**src/rtl/j1_io_pkg.sv**
```systemverilog
// Shared definitions for the J1 I/O bus arbiter: bus width defaults and FSM encoding.
package j1_io_pkg;

    localparam int unsigned IO_DW = 16;
    localparam int unsigned IO_AW = 16;

    // Secondary-master transaction states
    typedef enum logic [1:0] {
        ST_IDLE = 2'd0,
        ST_PEND = 2'd1,
        ST_DONE = 2'd2
    } state_e;

endpackage

```
**src/rtl/j1_io_arbiter.sv**
```systemverilog
// Shares the J1 I/O bus between the CPU (absolute priority, zero latency) and one
// secondary master that is served only in cycles where the CPU issues no I/O access.
module j1_io_arbiter
    import j1_io_pkg::*;
#(
    parameter int unsigned DW = IO_DW,
    parameter int unsigned AW = IO_AW,
    parameter int unsigned SW = 8
) (
    input  logic          sys_clk_i,
    input  logic          sys_rst_i,
    // J1 CPU side
    input  logic          cpu_rd_i,
    input  logic          cpu_wr_i,
    input  logic [AW-1:0] cpu_addr_i,
    input  logic [DW-1:0] cpu_dout_i,
    output logic [DW-1:0] cpu_din_o,
    // Secondary master side
    input  logic          m1_req_i,
    input  logic          m1_we_i,
    input  logic [AW-1:0] m1_addr_i,
    input  logic [DW-1:0] m1_wdata_i,
    output logic          m1_busy_o,
    output logic          m1_ack_o,
    output logic [DW-1:0] m1_rdata_o,
    // Peripheral bus side
    output logic          io_rd_o,
    output logic          io_wr_o,
    output logic [AW-1:0] io_addr_o,
    output logic [DW-1:0] io_wdata_o,
    input  logic [DW-1:0] io_rdata_i,
    output logic          starve_o
);

    localparam logic [SW-1:0] STARVE_MAX = {SW{1'b1}};

    state_e        r_state;
    state_e        w_state_d;
    logic          r_we_h;
    logic [AW-1:0] r_addr_h;
    logic [DW-1:0] r_wdata_h;
    logic [DW-1:0] r_rdata;
    logic [SW-1:0] r_starve_cnt;

    logic          w_cpu_act;
    logic          w_m1_issue;

    assign w_cpu_act  = cpu_rd_i | cpu_wr_i;
    // The held transaction only reaches the bus on a CPU-quiet cycle outside reset
    assign w_m1_issue = (r_state == ST_PEND) && !w_cpu_act && sys_rst_i;

    assign cpu_din_o  = io_rdata_i;
    assign m1_busy_o  = (r_state != ST_IDLE);
    assign m1_ack_o   = (r_state == ST_DONE);
    assign m1_rdata_o = r_rdata;
    assign starve_o   = (r_starve_cnt == STARVE_MAX);

    // Bus mux: CPU passthrough by default, secondary master only when issuing
    always_comb begin
        io_rd_o    = cpu_rd_i;
        io_wr_o    = cpu_wr_i;
        io_addr_o  = cpu_addr_i;
        io_wdata_o = cpu_dout_i;
        if (w_m1_issue) begin
            io_rd_o    = !r_we_h;
            io_wr_o    = r_we_h;
            io_addr_o  = r_addr_h;
            io_wdata_o = r_wdata_h;
        end
    end

    // Next-state logic for the secondary transaction FSM
    always_comb begin
        w_state_d = r_state;
        unique case (r_state)
            ST_IDLE: if (m1_req_i) w_state_d = ST_PEND;
            ST_PEND: if (w_m1_issue) w_state_d = ST_DONE;
            ST_DONE: w_state_d = ST_IDLE;
            default: w_state_d = ST_IDLE;
        endcase
    end

    // State, request hold registers and read-data capture
    always_ff @(posedge sys_clk_i) begin
        if (!sys_rst_i) begin
            r_state   <= ST_IDLE;
            r_we_h    <= 1'b0;
            r_addr_h  <= '0;
            r_wdata_h <= '0;
            r_rdata   <= '0;
        end else begin
            r_state <= w_state_d;
            if (r_state == ST_IDLE && m1_req_i) begin
                r_we_h    <= m1_we_i;
                r_addr_h  <= m1_addr_i;
                r_wdata_h <= m1_wdata_i;
            end
            // Writes leave the last read data in place
            if (w_m1_issue && !r_we_h) begin
                r_rdata <= io_rdata_i;
            end
        end
    end

    // Saturating count of cycles the pending transaction lost to the CPU
    always_ff @(posedge sys_clk_i) begin
        if (!sys_rst_i) begin
            r_starve_cnt <= '0;
        end else if (r_state == ST_DONE) begin
            r_starve_cnt <= '0;
        end else if (r_state == ST_PEND && w_cpu_act && r_starve_cnt != STARVE_MAX) begin
            r_starve_cnt <= r_starve_cnt + 1'b1;
        end
    end

endmodule

```
**config.mk**
```make
export PLATFORM = sky130hd
export DESIGN_NAME = j1_io_arbiter
export DESIGN_NICKNAME = d
export VERILOG_FILES = /design/src/rtl/j1_io_pkg.sv /design/src/rtl/j1_io_arbiter.sv
export SDC_FILE = /design/constraint.sdc
export NUM_CORES = 1
export LEC_CHECK = 0
export BUFFER_PORTS_ARGS = -buffer_cell sky130_fd_sc_hd__buf_2
export CAP_MARGIN = 20
export CORE_AREA = 5 5 99 101
export DETAILED_ROUTE_END_ITERATION = 8
export DIE_AREA = 0 0 104 106
export PLACE_DENSITY = 0.67
export SYNTH_ARGS = -nofsm -noshare
export SYNTH_HDL_FRONTEND = slang
export SYNTH_SLANG_ARGS = --single-unit
```
**constraint.sdc**
```tcl
create_clock -name sys_clk_i -period 1.8 [get_ports sys_clk_i]
set_input_delay 0.36 -clock sys_clk_i [delete_from_list [all_inputs] [get_ports sys_clk_i]]
set_output_delay 0.36 -clock sys_clk_i [all_outputs]
set_load 0.03 [all_outputs]
```
==> results.py <==
metrics = {
    "outcome": {
        "status": "finished with violations",
        "violations": "negative setup slack",
    },
    "worst_hold_path": {
        "worstHoldStart": "m1_wdata_i[6]",
        "hold_end": "r_wdata_h[6]",
        "hold_depth": 3,
        "hold_path.class": "in -> reg",
    },
    "critical_path": {
        "rr_endpoint": "m1_rdata_o[11]",
        "worstSetupPathType": "reg -> out",
        "crit_arrival_ns": 1.55,
        "r2r_slack_ns": 0.15,
        "reg2reg_from": "r_state[1]",
        "critPathMaxStageDelay_ns": 0.32,
        "path_max_fanout": 8,
        "path_common_cell": "nand2_1",
        "cp_cell_sequence": "and2b_2 > nand3_4 > clkinv_8 > clkbuf_16 > nand2_1 > nand2_1 > buf_6",
        "rr_worst_depth": 7,
        "slowest_stage": "dfxtp_2",
        "cp_data_required_time_ns": 1.44,
        "worstSetupEndpointType": "primary output",
        "start_kind": "flop",
    },
    "die": {
        "start_util_pct": 31.9,
        "coreArea_mm2": 0.00893,
        "num_rows": 35,
        "chipHeight_um": 106,
        "dieArea_mm2": 0.0110,
        "die_x_um": 104,
        "ios": 155,
    },
    "finish": {
        "n_fill_cell": 881,
        "diodes": 0,
        "layout-drive-gt1-share_pct": 47.9,
        "syn2layout_area_growth_pct": 57.1,
        "ff_latch_area_mm2": 0.00118,
        "post-route-util_pct": 50.1,
        "nets": 608,
        "fin_area_mm2": 0.00448,
        "multiInputGateArea_mm2": 0.00165,
    },
    "route": {
        "antenna_left": 0,
        "route.detailed.drc": 0,
        "wire_per_inst_um": 13.4,
        "drt-vias-per-instance": 4.54,
        "routed_wl_um": 8560,
        "first_iter_violations": 67,
        "drt-pass1-iter-count": 4,
        "vias": 2893,
    },
    "place": {
        "hpwl_um": 5510,
        "numPortBuffers": 154,
        "place_area_mm2": 0.00365,
        "routabilityCongestion": 0.766,
    },
    "synth": {
        "synth-seq-area-share_pct": 41.4,
        "synth_area_mm2": 0.00285,
        "syn_inst": 374,
        "synthTopCellsByArea": "dfxtp_1 41%, nand2_1 22%, a21boi_0 9.0%",
        "synthDistinctLibCells": 35,
        "synth_area_leader_cell": "dfxtp_1",
        "avgSynthCellArea_um2": 7.62,
        "synth_top_area_share_pct": 41.4,
        "ys_warn_count": 0,
        "synth_nets": 461,
        "synth-seq-cells": 59,
    },
    "clock_tree": {
        "clock_latency_ns": 0.33,
        "cts.clk_slew.worst_paths_ns": 0.06,
        "cts_sinks": 59,
        "cts-htree-levels": 3,
        "cts_tree": "built",
        "cts_root_buf": "clkbuf_8",
        "clock_path_buffers": 2,
        "hold_buffers": 0,
        "numCtsBuffers": 9,
    },
    "power_and_ir_drop": {
        "p_leak_nw": 2.38,
        "p_total_mw": 3.54,
        "p_per_area_mw_per_mm2": 791,
        "ir_worst_vdd_mv": 0.392,
    },
    "sta": {
        "maxSlewHeadroom_pct": 75.0,
        "fin_crit_sh_pct": 106,
        "finClkSkew_ns": 0.00663,
        "rsz0062_at_grt": "true",
        "hold_viol_final": 0,
        "fmaxAchievable_ghz": 0.525,
        "finalSetupViolations": 33,
        "worst_slew_pin_slew_ns": 0.375,
        "setup_ws_ns": -0.106,
        "drv_slew": 0,
        "period_needed_ns": 1.91,
    },
    "grt": {
        "grt_pass1_wl_um": 13100,
        "antenna_found_initial": 1,
        "grt_pass1_vias": 2862,
        "grt_max_degree": 35,
        "grtUsageTotal_pct": 14.4,
        "overflow": 0,
    },
    "flow_run": {
        "max_cap_violations": 0,
    },
}
layer usage:
| layer | GRT usage [%] | vias up | wire length, um |
|---|---|---|---|
| li1 | - | 1478 | - |
| met1 | 16.2 | 1310 | 3630 |
| met2 | 25.0 | 90 | 4240 |
| met3 | 5.16 | 13 | 557 |
| met4 | 5.09 | 2 | 115 |
| met5 | 0 | - | 20 |
cell families (layout without fill, tap and decap cells):
| group | count (synthesis) | after routing | share of synthesized area [%] |
|---|---|---|---|
| AND/OR/NAND/NOR | 209 | 209 | 31.2 |
| flip-flops | 59 | 59 | 41.4 |
| AO/OA/AOI/OAI | 46 | 46 | 12.1 |
| buffers and inverters | 40 | 192 | 8.21 |
| multiplexers | 17 | 17 | 5.97 |
| XOR/XNOR | 2 | 2 | 0.614 |
| adder cells (fa/ha/maj) | 1 | 1 | 0.439 |
power by group:
part	switching [mW]	internal, mW
Sequential	0.0425	1.36
Clock	0.516	0.953
Combinational	0.379	0.290
synth_stat cells:
library cell and number:
dfxtp_1 59, or3_4 1, nand3_2 1, mux2i_1 17
nand4b_1 1, nand3_1 4, ha_1 1, a21oi_1 3
nor2_1 6, or2_2 1, inv_1 2, or3_1 2
o41ai_1 1, buf_6 2, o211a_1 1, clkinv_1 1
and2b_2 1, o21ai_0 2, clkbuf_1 12, nor4_1 2
nor2b_1 17, buf_4 16, o2111ai_1 1, nand4_1 1
nand2b_1 2, a311oi_1 1, o211ai_2 1, o311ai_0 1
and2_1 2, xor2_1 2, buf_2 7, a21boi_0 34
a21o_1 1, nand2_1 167, nand2b_4 1
sequential cells by signal (all words and copies together) (netlist names):
name          count
r_starve_cnt      8
r_wdata_h        16
r_we_h            1
r_state           2
r_addr_h         16
m1_rdata_o       16
placed cells by master (no fill, tap or decap), types with 3 or more instances in the layout:
cell	instances
buf_4	12
nand2_2	39
nor2b_1	17
bufinv_16	3
buf_12	3
nand3_1	3
a21boi_0	34
nor2_1	5
nand2_4	13
buf_2	119
mux2i_1	17
dfxtp_1	57
a21oi_1	3
nand2_1	115
clkbuf_16	3
clkbuf_8	10
buf_6	35
stage by stage:
step | hold slack, ns | setup WS (ns) | instances | setup TNS, ns
2_1_floorplan | 0.444 | 0.106 | 374 | 0
3_3_place_gp | 0.451 | 0.0944 | 613 | 0
3_5_place_dp | 0.457 | 0.0832 | 613 | 0
4_1_cts | 0.253 | -0.113 | 631 | -3.02
5_1_grt | 0.254 | -0.189 | 637 | -5.47
6_report | 0.274 | -0.106 | 637 | -2.62
worst max-delay path, delay by kind of cell (launching register included):
family | cells | cell delay, ns
flops | 1 | 0.32
buf+inv | 3 | 0.42
simple gates | 4 | 0.48
final cells by class:
type / instances / area share, %
multi-input combinational: 275 / 36.8
timing repair buffer: 173 / 27.7
sequential: 59 / 26.4
clock buffer: 11 / 3.16
tap: 111 / 3.10
clock inverter: 5 / 2.23
inverter: 3 / 0.531
timing repair:
item	CTS	global route
gates resized for setup	76	73
gates cloned	1	3
endpoints found under the setup margin	34	35
pin swaps	1	34
setup buffers	1	3
worst max path at each step:
stage | from | end | slack, ns
4_1_cts | r_state[1] | io_wdata_o[0] | -0.11
3_3_place_gp | cpu_wr_i | io_addr_o[2] | 0.09
6_report | r_state[1] | io_addr_o[6] | -0.11
2_1_floorplan | cpu_wr_i | io_addr_o[10] | 0.11
3_5_place_dp | cpu_wr_i | io_addr_o[2] | 0.08
5_1_grt | r_state[1] | io_addr_o[15] | -0.19
Note: power is estimated with default switching activity, not from simulation.
